--- config.mk ---
export PLATFORM = sky130hd
export DESIGN_NAME = mux_scan_ctrl
export DESIGN_NICKNAME = d
export VERILOG_FILES = /design/src/rtl/mux_scan_ctrl.sv
export SDC_FILE = /design/constraint.sdc
export NUM_CORES = 1
export LEC_CHECK = 0
export BUFFER_PORTS_ARGS = -buffer_cell sky130_fd_sc_hd__buf_2
export CORE_MARGIN = 4
export CORE_UTILIZATION = 25
export DETAILED_ROUTE_END_ITERATION = 12
export SYNTH_ARGS = -nofsm -noshare
export SYNTH_HDL_FRONTEND = slang
export SYNTH_SLANG_ARGS = --single-unit
export TNS_END_PERCENT = 100
--- constraint.sdc ---
create_clock -name clk -period 1.7 [get_ports clk]
set_input_delay 0.34 -clock clk [delete_from_list [all_inputs] [get_ports clk]]
set_output_delay 0.34 -clock clk [all_outputs]
set_load 0.02 [all_outputs]
--- src/rtl/mux_scan_ctrl.sv ---
// Sequential scanner for a 16:1 bit mux: steps sel 0..15, settles, samples mux_out into result.
// Optional MUX_SCAN_SKIP_EN: masked channels are skipped instead of being visited.
module mux_scan_ctrl #(
  parameter int unsigned SETTLE = 2
) (
  input  logic        clk,
  input  logic        rst_n,
  input  logic        start,
  input  logic        abort,
  input  logic [15:0] mask,
  input  logic        mux_out,
  output logic [3:0]  sel,
  output logic        busy,
  output logic        done,
  output logic [15:0] result,
  output logic        result_valid
);

  typedef enum logic [1:0] {
    IDLE,
    SCAN,
    DONE
  } state_t;

  localparam logic [3:0] SETTLE_CNT = 4'(SETTLE);

  state_t      state_q, state_d;
  logic [3:0]  ch_q, ch_d;
  logic [3:0]  cnt_q, cnt_d;
  logic [15:0] mask_q, mask_d;
  logic [15:0] result_q, result_d;
  logic        rv_q, rv_d;

`ifdef MUX_SCAN_SKIP_EN
  // Returns {found, index} of the lowest set bit.
  function automatic logic [4:0] first_set(input logic [15:0] v);
    logic [4:0] r;
    r = '0;
    for (int unsigned i = 16; i > 0; i--) begin
      if (v[i-1]) r = {1'b1, 4'(i - 1)};
    end
    return r;
  endfunction

  logic [4:0] first_en;
  logic [4:0] next_en;
  assign first_en = first_set(mask);
  assign next_en  = first_set(mask_q & (16'hFFFF << ({1'b0, ch_q} + 5'd1)));
`endif

  always_ff @(posedge clk or negedge rst_n) begin
    if (!rst_n) begin
      state_q  <= IDLE;
      ch_q     <= '0;
      cnt_q    <= '0;
      mask_q   <= '0;
      result_q <= '0;
      rv_q     <= 1'b0;
    end else begin
      state_q  <= state_d;
      ch_q     <= ch_d;
      cnt_q    <= cnt_d;
      mask_q   <= mask_d;
      result_q <= result_d;
      rv_q     <= rv_d;
    end
  end

  always_comb begin
    state_d  = state_q;
    ch_d     = ch_q;
    cnt_d    = cnt_q;
    mask_d   = mask_q;
    result_d = result_q;
    rv_d     = rv_q;
    case (state_q)
      IDLE: begin
        if (start && !abort) begin
          mask_d   = mask;
          result_d = '0;
          rv_d     = 1'b0;
          cnt_d    = SETTLE_CNT;
`ifdef MUX_SCAN_SKIP_EN
          if (first_en[4]) begin
            ch_d    = first_en[3:0];
            state_d = SCAN;
          end else begin
            // Empty mask: nothing to visit, the scan completes immediately.
            ch_d    = '0;
            rv_d    = 1'b1;
            state_d = DONE;
          end
`else
          ch_d    = '0;
          state_d = SCAN;
`endif
        end
      end
      SCAN: begin
        if (abort) begin
          state_d = IDLE;
          ch_d    = '0;
          cnt_d   = '0;
        end else if (cnt_q != 4'd0) begin
          cnt_d = cnt_q - 4'd1;
        end else begin
          result_d[ch_q] = mux_out & mask_q[ch_q];
`ifdef MUX_SCAN_SKIP_EN
          if (next_en[4]) begin
            ch_d  = next_en[3:0];
            cnt_d = SETTLE_CNT;
          end else begin
            state_d = DONE;
            rv_d    = 1'b1;
          end
`else
          if (ch_q == 4'd15) begin
            state_d = DONE;
            rv_d    = 1'b1;
          end else begin
            ch_d  = ch_q + 4'd1;
            cnt_d = SETTLE_CNT;
          end
`endif
        end
      end
      DONE: begin
        state_d = IDLE;
        ch_d    = '0;
      end
      default: state_d = IDLE;
    endcase
  end

  assign sel          = (state_q == SCAN) ? ch_q : '0;
  assign busy         = (state_q == SCAN);
  assign done         = (state_q == DONE);
  assign result       = result_q;
  assign result_valid = rv_q;

endmodule

==> flow_summary.json, run 1 <==
{
  "tightestPinTransition_ns": 0.504,
  "synthesis.nets": 243,
  "areaGrowthSynthToFinish_pct": 31.8,
  "grtUsageTotal_pct": 10.8,
  "min_period_ns": 1.67,
  "start_kind": "flip-flop",
  "coreArea_sq_um": 9200,
  "yosys-top-cells-area": "dfrtp_1 (46%), mux2_4 (7.6%), mux2i_1 (6.4%)",
  "cp-end-kind": "flip-flop",
  "drt-total-wl_mm": 5.71,
  "cts.sinks": 43,
  "io-pin-count": 44,
  "synth_seq_cells": 43,
  "htree_levels": 2,
  "stdcell_count": 395,
  "rsz0062_at_grt": "true",
  "grt_max_degree": 25,
  "setup_viol": 0,
  "drtIter0Drc": 99,
  "dp_cells": 382,
  "die_w_microns": 105,
  "grt_pass1_wl_mm": 9.74,
  "gp_congestion": 0.800,
  "portBuffers": 43,
  "powerDensity_nw_per_um2": 872,
  "leakage_nw": 1.53,
  "dpl.hpwl_mm": 4.49,
  "yosys.area.top_type": "dfrtp_1",
  "syn-cell-area_sq_um": 2360,
  "cts_buffer_depth": 2,
  "whs_ns": 0.263,
  "ys_seq_area_share_pct": 45.7,
  "die_y_microns": 105,
  "dpl-instance-area_sq_um": 2870,
  "hold_violations": 0,
  "dr.pass1.iters": 4,
  "fmax_mhz": 597,
  "final_common_cell": "dfrtp_1",
  "cts_tree": "done",
  "clock_skew_ns": 0.0116,
  "initial_utilization_pct": 25.6,
  "numCtsBuffers": 5,
  "synth_area_per_cell_sq_um": 10.9,
  "clockRootBuffer": "clkbuf_8",
  "clkSlewWorstSetupHoldPaths_ns": 0.09,
  "peakVddDrop_uv": 355,
  "ant_nets": 0,
  "finalMaxSlewViolations": 0,
  "via_per_inst": 4.69,
  "routedWlPerCell_microns": 14.4,
  "most-common-layout-cells": "dfrtp_1 (43), buf_2 (39), buf_4 (23)",
  "min_path_type": "in -> reg",
  "crit_arrival_ns": 1.87,
  "row_count": 35,
  "nNetsFinal": 310,
  "fillers": 959,
  "antenna_found_initial": 0,
  "worstPathMaxFanout": 7,
  "slew_headroom_pct": 66.1,
  "outcome": "finished clean",
  "drc": 0,
  "finalCritPeriodShare_pct": 98.5,
  "yosysTopAreaCellShare_pct": 45.7,
  "crit_required_ns": 1.90,
  "insertion_delay_ns": 0.30,
  "final_cell_area_sq_um": 3100,
  "antenna_cells": 0,
  "critPathKind": "reg -> reg",
  "route.vias.total": 1851,
  "dieArea_sq_um": 11000,
  "drive_gt1_share_pct": 44.0,
  "syn-instance-count": 216,
  "grt_pass1_vias": 1984,
  "drv_cap": 0,
  "yosys_warnings": 0,
  "synthDistinctLibCells": 45,
  "grt.overflow.total": 0
}
-- cells by family (layout without fill, tap and decap cells) --
group	Yosys count	after routing	synth area share, %
buffers and inverters	21	89	4.51
DFF	43	43	45.7
adders and majority gates	6	6	3.19
muxes	35	35	18.8
and+or+nand+nor	78	78	18.6
AOI/OAI and AO/OA	33	33	9.24
-- timing repair --
action                                 CTS  global route
setup buffers                            3             2
pin swaps                                0             1
resized for setup                       18            16
hold buffers                             1             0
setup endpoints to repair               12            36
endpoints found under the hold margin   15             0
-- per-layer routing --
layer | vias to the layer above | routed length [microns] | track usage [%] | share of wire (%)
met3 | 2 | 198 | 2.47 | 3.5
met2 | 39 | 2890 | 18.3 | 51
met4 | 0 | 15 | 3.47 | 0.26
li1 | 912 | - | - | -
met5 | - | 0 | 0 | 0
met1 | 898 | 2600 | 13.6 | 46
-- path summary, 6_finish.rpt --
path / from / endpoint / slack [ns] / cells after the start
worst max-delay path: state_q[0]$_DFFE_PN0P_ / cnt_q[1]$_DFFE_PN0P_ / 0.03 / 6
worst min-delay path: mask[0] / mask_q[0]$_DFFE_PN0P_ / 0.26 / 2
worst max register to register: state_q[0]$_DFFE_PN0P_ / cnt_q[1]$_DFFE_PN0P_ / 0.03 / 6
worst min register to register: mask_q[3]$_DFFE_PN0P_ / mask_q[3]$_DFFE_PN0P_ / 0.50 / 1
max in group asynchronous: rst_n / mask_q[13]$_DFFE_PN0P_ / 0.66 / 3
min in group asynchronous: rst_n / cnt_q[3]$_DFFE_PN0P_ / 0.53 / 2
-- synthesized netlist by cell type, drive strengths merged --
cell     n
or2      2
nand3   17
nand2b   2
and2     6
mux2i   15
dfrtp   43
clkbuf   6
or3      1
inv      8
o311a    1
nand2   19
a22oi    1
and4bb   2
or4b     1
a31o     1
mux2    18
o221ai   1
or3b     2
buf      7
a21oi    6
ha       6
and3     1
a21o     1
nor3b    1
and2b    1
nand4    4
a31oi    1
o211ai   3
o311ai   1
a211oi   1
nor3     3
nor2b    5
o21bai   2
o31ai    6
o21ai    8
mux4     2
nor2     8
nor4     3
-- state kept, by name, indices dropped and copies added (netlist names) --
signal	cells
mask_q	16
ch_q	4
state_q	2
cnt_q	4
result	16
result_valid	1
-- layout make-up --
type	count	area [sq um]	share of cell area (%)
clock buffer	5	68.8	2.22
clock inverter	3	20.0	0.645
inverter	8	30.0	0.967
multi-input combinational	152	1250	40.4
sequential	43	1080	34.7
tap	111	139	4.47
timing repair buffer	73	517	16.6
-- worst max-delay path: stages, from the launching register on --
cell and delay (ns):
dfrtp_1 0.39, buf_6 0.13, buf_4 0.15, or2_2 0.28, nor2_1 0.23, nor3_2 0.09
mux2_4 0.30
-- stage by stage --
stage / power [mW] / util [%] / TNS (ns) / worst slack (ns)
6_report: 2.71 / 33.8 / 0 / 0.0251
5_1_grt: 2.88 / 33.8 / -0.246 / -0.0576
4_1_cts: 2.71 / 33.1 / 0 / 0.00585
3_5_place_dp: 1.99 / 31.2 / -1.33 / -0.0681
3_3_place_gp: 1.97 / 31.2 / -0.692 / -0.0442
2_1_floorplan: 1.71 / - / 0 / 0.00135
-- report_power, final --
part	total, mW	switching, mW	internal, mW
registers	1.23	0.0814	1.15
clock network	0.664	0.377	0.286
logic	0.817	0.387	0.430
total	2.71	0.846	1.86
(Power assumes the default switching activity.)
==> run 2, diff against run 1 <==
--- a/config.mk
+++ b/config.mk
@@ -6,6 +6,7 @@
 export NUM_CORES = 1
 export LEC_CHECK = 0
 export BUFFER_PORTS_ARGS = -buffer_cell sky130_fd_sc_hd__buf_2
+export CAP_MARGIN = 25
 export CORE_MARGIN = 4
 export CORE_UTILIZATION = 25
 export DETAILED_ROUTE_END_ITERATION = 12
==> constraint.sdc (replaced) <==
create_clock -name clk -period 1.7 [get_ports clk]
set_input_delay 0.085 -clock clk [delete_from_list [all_inputs] [get_ports clk]]
set_output_delay 0.085 -clock clk [all_outputs]
set_load 0.02 [all_outputs]
==> flow_summary.json, run 2 (synthesis results as in run 1) <==
{
  "outcome": "finished clean",
  "drc": 0,
  "finalCritPeriodShare_pct": 97.9,
  "whs_ns": 0.0197,
  "die_y_microns": 105,
  "worst_slack_ns": 0.0354,
  "most-common-layout-cells": "buf_2 (43), dfrtp_1 (42), nand2_1 (19)",
  "fillers": 972,
  "portBuffers": 43,
  "row_count": 35,
  "tightestPinTransition_ns": 0.429,
  "dp_slack_ns": -0.0514,
  "r2r-start": "cnt_q[0]$_DFFE_PN0P_",
  "worstPathMaxFanout": 4,
  "fin_tns_setup_ns": 0,
  "start_kind": "flip-flop",
  "grt_max_degree": 44,
  "leakage_nw": 1.45,
  "htree_levels": 2,
  "post-route-util_pct": 32.2,
  "dr.pass1.iters": 4,
  "drt-total-wl_mm": 5.80,
  "cp-end-kind": "flip-flop",
  "grt_pass1_vias": 1904,
  "gp_congestion": 0.786,
  "dpl.hpwl_mm": 4.43,
  "power.net_switching_uw": 786,
  "worstHoldStart": "mask[10]",
  "cts.sinks": 43,
  "stdcell_count": 385,
  "drv_cap": 0,
  "coreArea_sq_um": 9200,
  "grtUsageTotal_pct": 11.0,
  "ant_nets": 0,
  "antenna_found_initial": 0,
  "clkSlewWorstSetupHoldPaths_ns": 0.08,
  "drtIter0Drc": 169,
  "final_common_cell": "buf_2",
  "nNetsFinal": 302,
  "insertion_delay_ns": 0.29,
  "total_power_mw": 2.61,
  "swShare_pct": 30.1,
  "route.vias.total": 1814,
  "drive_gt1_share_pct": 41.2,
  "powerDensity_nw_per_um2": 881,
  "die_w_microns": 105,
  "clkPwrFrac_pct": 22.9,
  "dpl-instance-area_sq_um": 2810,
  "numCtsBuffers": 5,
  "combPwrFrac_pct": 29.6,
  "clock_skew_ns": 0.0115,
  "finalMaxSlewViolations": 0,
  "setup.worst_path.start": "cnt_q[0]$_DFFE_PN0P_",
  "fmax_mhz": 601,
  "areaGrowthSynthToFinish_pct": 25.7,
  "dp_cells": 377,
  "grt.overflow.total": 0,
  "dieArea_sq_um": 11000,
  "critPathKind": "reg -> reg",
  "final_cell_area_sq_um": 2960,
  "power_frac_seq_pct": 47.5,
  "grt_pass1_wl_mm": 9.84,
  "via_per_inst": 4.71,
  "crit_required_ns": 1.89,
  "rsz0062_at_grt": "true",
  "routedWlPerCell_microns": 15.1,
  "min_period_ns": 1.66,
  "min_path_type": "in -> reg",
  "slew_headroom_pct": 71.1,
  "crit_arrival_ns": 1.85,
  "rrSetupSlack_ns": 0.04,
  "io-pin-count": 44,
  "p_int_mw": 1.82,
  "clockRootBuffer": "clkbuf_8",
  "initial_utilization_pct": 25.6,
  "cts_tree": "done",
  "peakVddDrop_uv": 465,
  "setup_viol": 0,
  "cts_buffer_depth": 2,
  "antenna_cells": 0,
  "hold_violations": 0
}
[run 2: cell count changes in the layout (fill, tap and decap cells not counted), moves of 2 or more]
cell / previous run / this run
buf_12: 3 / 1
buf_6: 7 / 2
and2_4: 4 / 0
and2_1: 2 / 6
buf_4: 23 / 18
buf_2: 39 / 43
clkinvlp_4: 2 / 0
[run 2: repair_timing]
| item | 4_1_cts | 5_1_grt |
|---|---|---|
| hold buffers | 1 | 0 |
| pin swaps | 2 | 2 |
| hold endpoints to repair | 43 | 0 |
| gates resized for setup | 4 | 17 |
| setup endpoints to repair | 3 | 34 |
| buffers inserted | 0 | 1 |
[run 2: worst paths after layout]
check	cells past startpoint	end
worst max-delay path	6	cnt_q[1]$_DFFE_PN0P_
worst min-delay path	2	mask_q[10]$_DFFE_PN0P_
worst max register to register	6	cnt_q[1]$_DFFE_PN0P_
worst min register to register	2	result[13]$_DFFE_PN0P_
max in group asynchronous	3	mask_q[13]$_DFFE_PN0P_
min in group asynchronous	3	cnt_q[0]$_DFFE_PN0P_
[run 2: critical path: stages, from the launching register on]
cell and delay (ns):
dfrtp_1 0.40, inv_2 0.09, ha_4 0.14, or3b_4 0.39, nor4_4 0.15, nor3_2 0.09
mux2_4 0.30
[run 2: final cells by class]
| type | instances | area (sq um) | area share [%] |
|---|---|---|---|
| clock buffers | 6 | 72.6 | 2.45 |
| inverters | 8 | 30.0 | 1.01 |
| flip-flops and latches | 43 | 1080 | 36.4 |
| repair buffers | 65 | 403 | 13.6 |
| multi-input cells | 152 | 1240 | 41.9 |
| well taps | 111 | 139 | 4.69 |
[run 2: power by group through the flow]
stage                     Clock [mW]  Combinational [mW]  Sequential (mW)
after CTS                      0.618               0.721             1.24
after global routing           0.664               0.859             1.26
final                          0.598               0.772             1.24
after detailed placement           0               0.711             1.26
after floorplan                    0               0.468             1.24
after global placement             0               0.704             1.25
[run 2: routing by layer]
metal	track usage (%)	wire [microns]	share of wire, %
met1	15.0	2700	47
met2	17.8	2830	49
met3	2.22	197	3.4
met4	2.91	66	1.1
met5	0	0	0
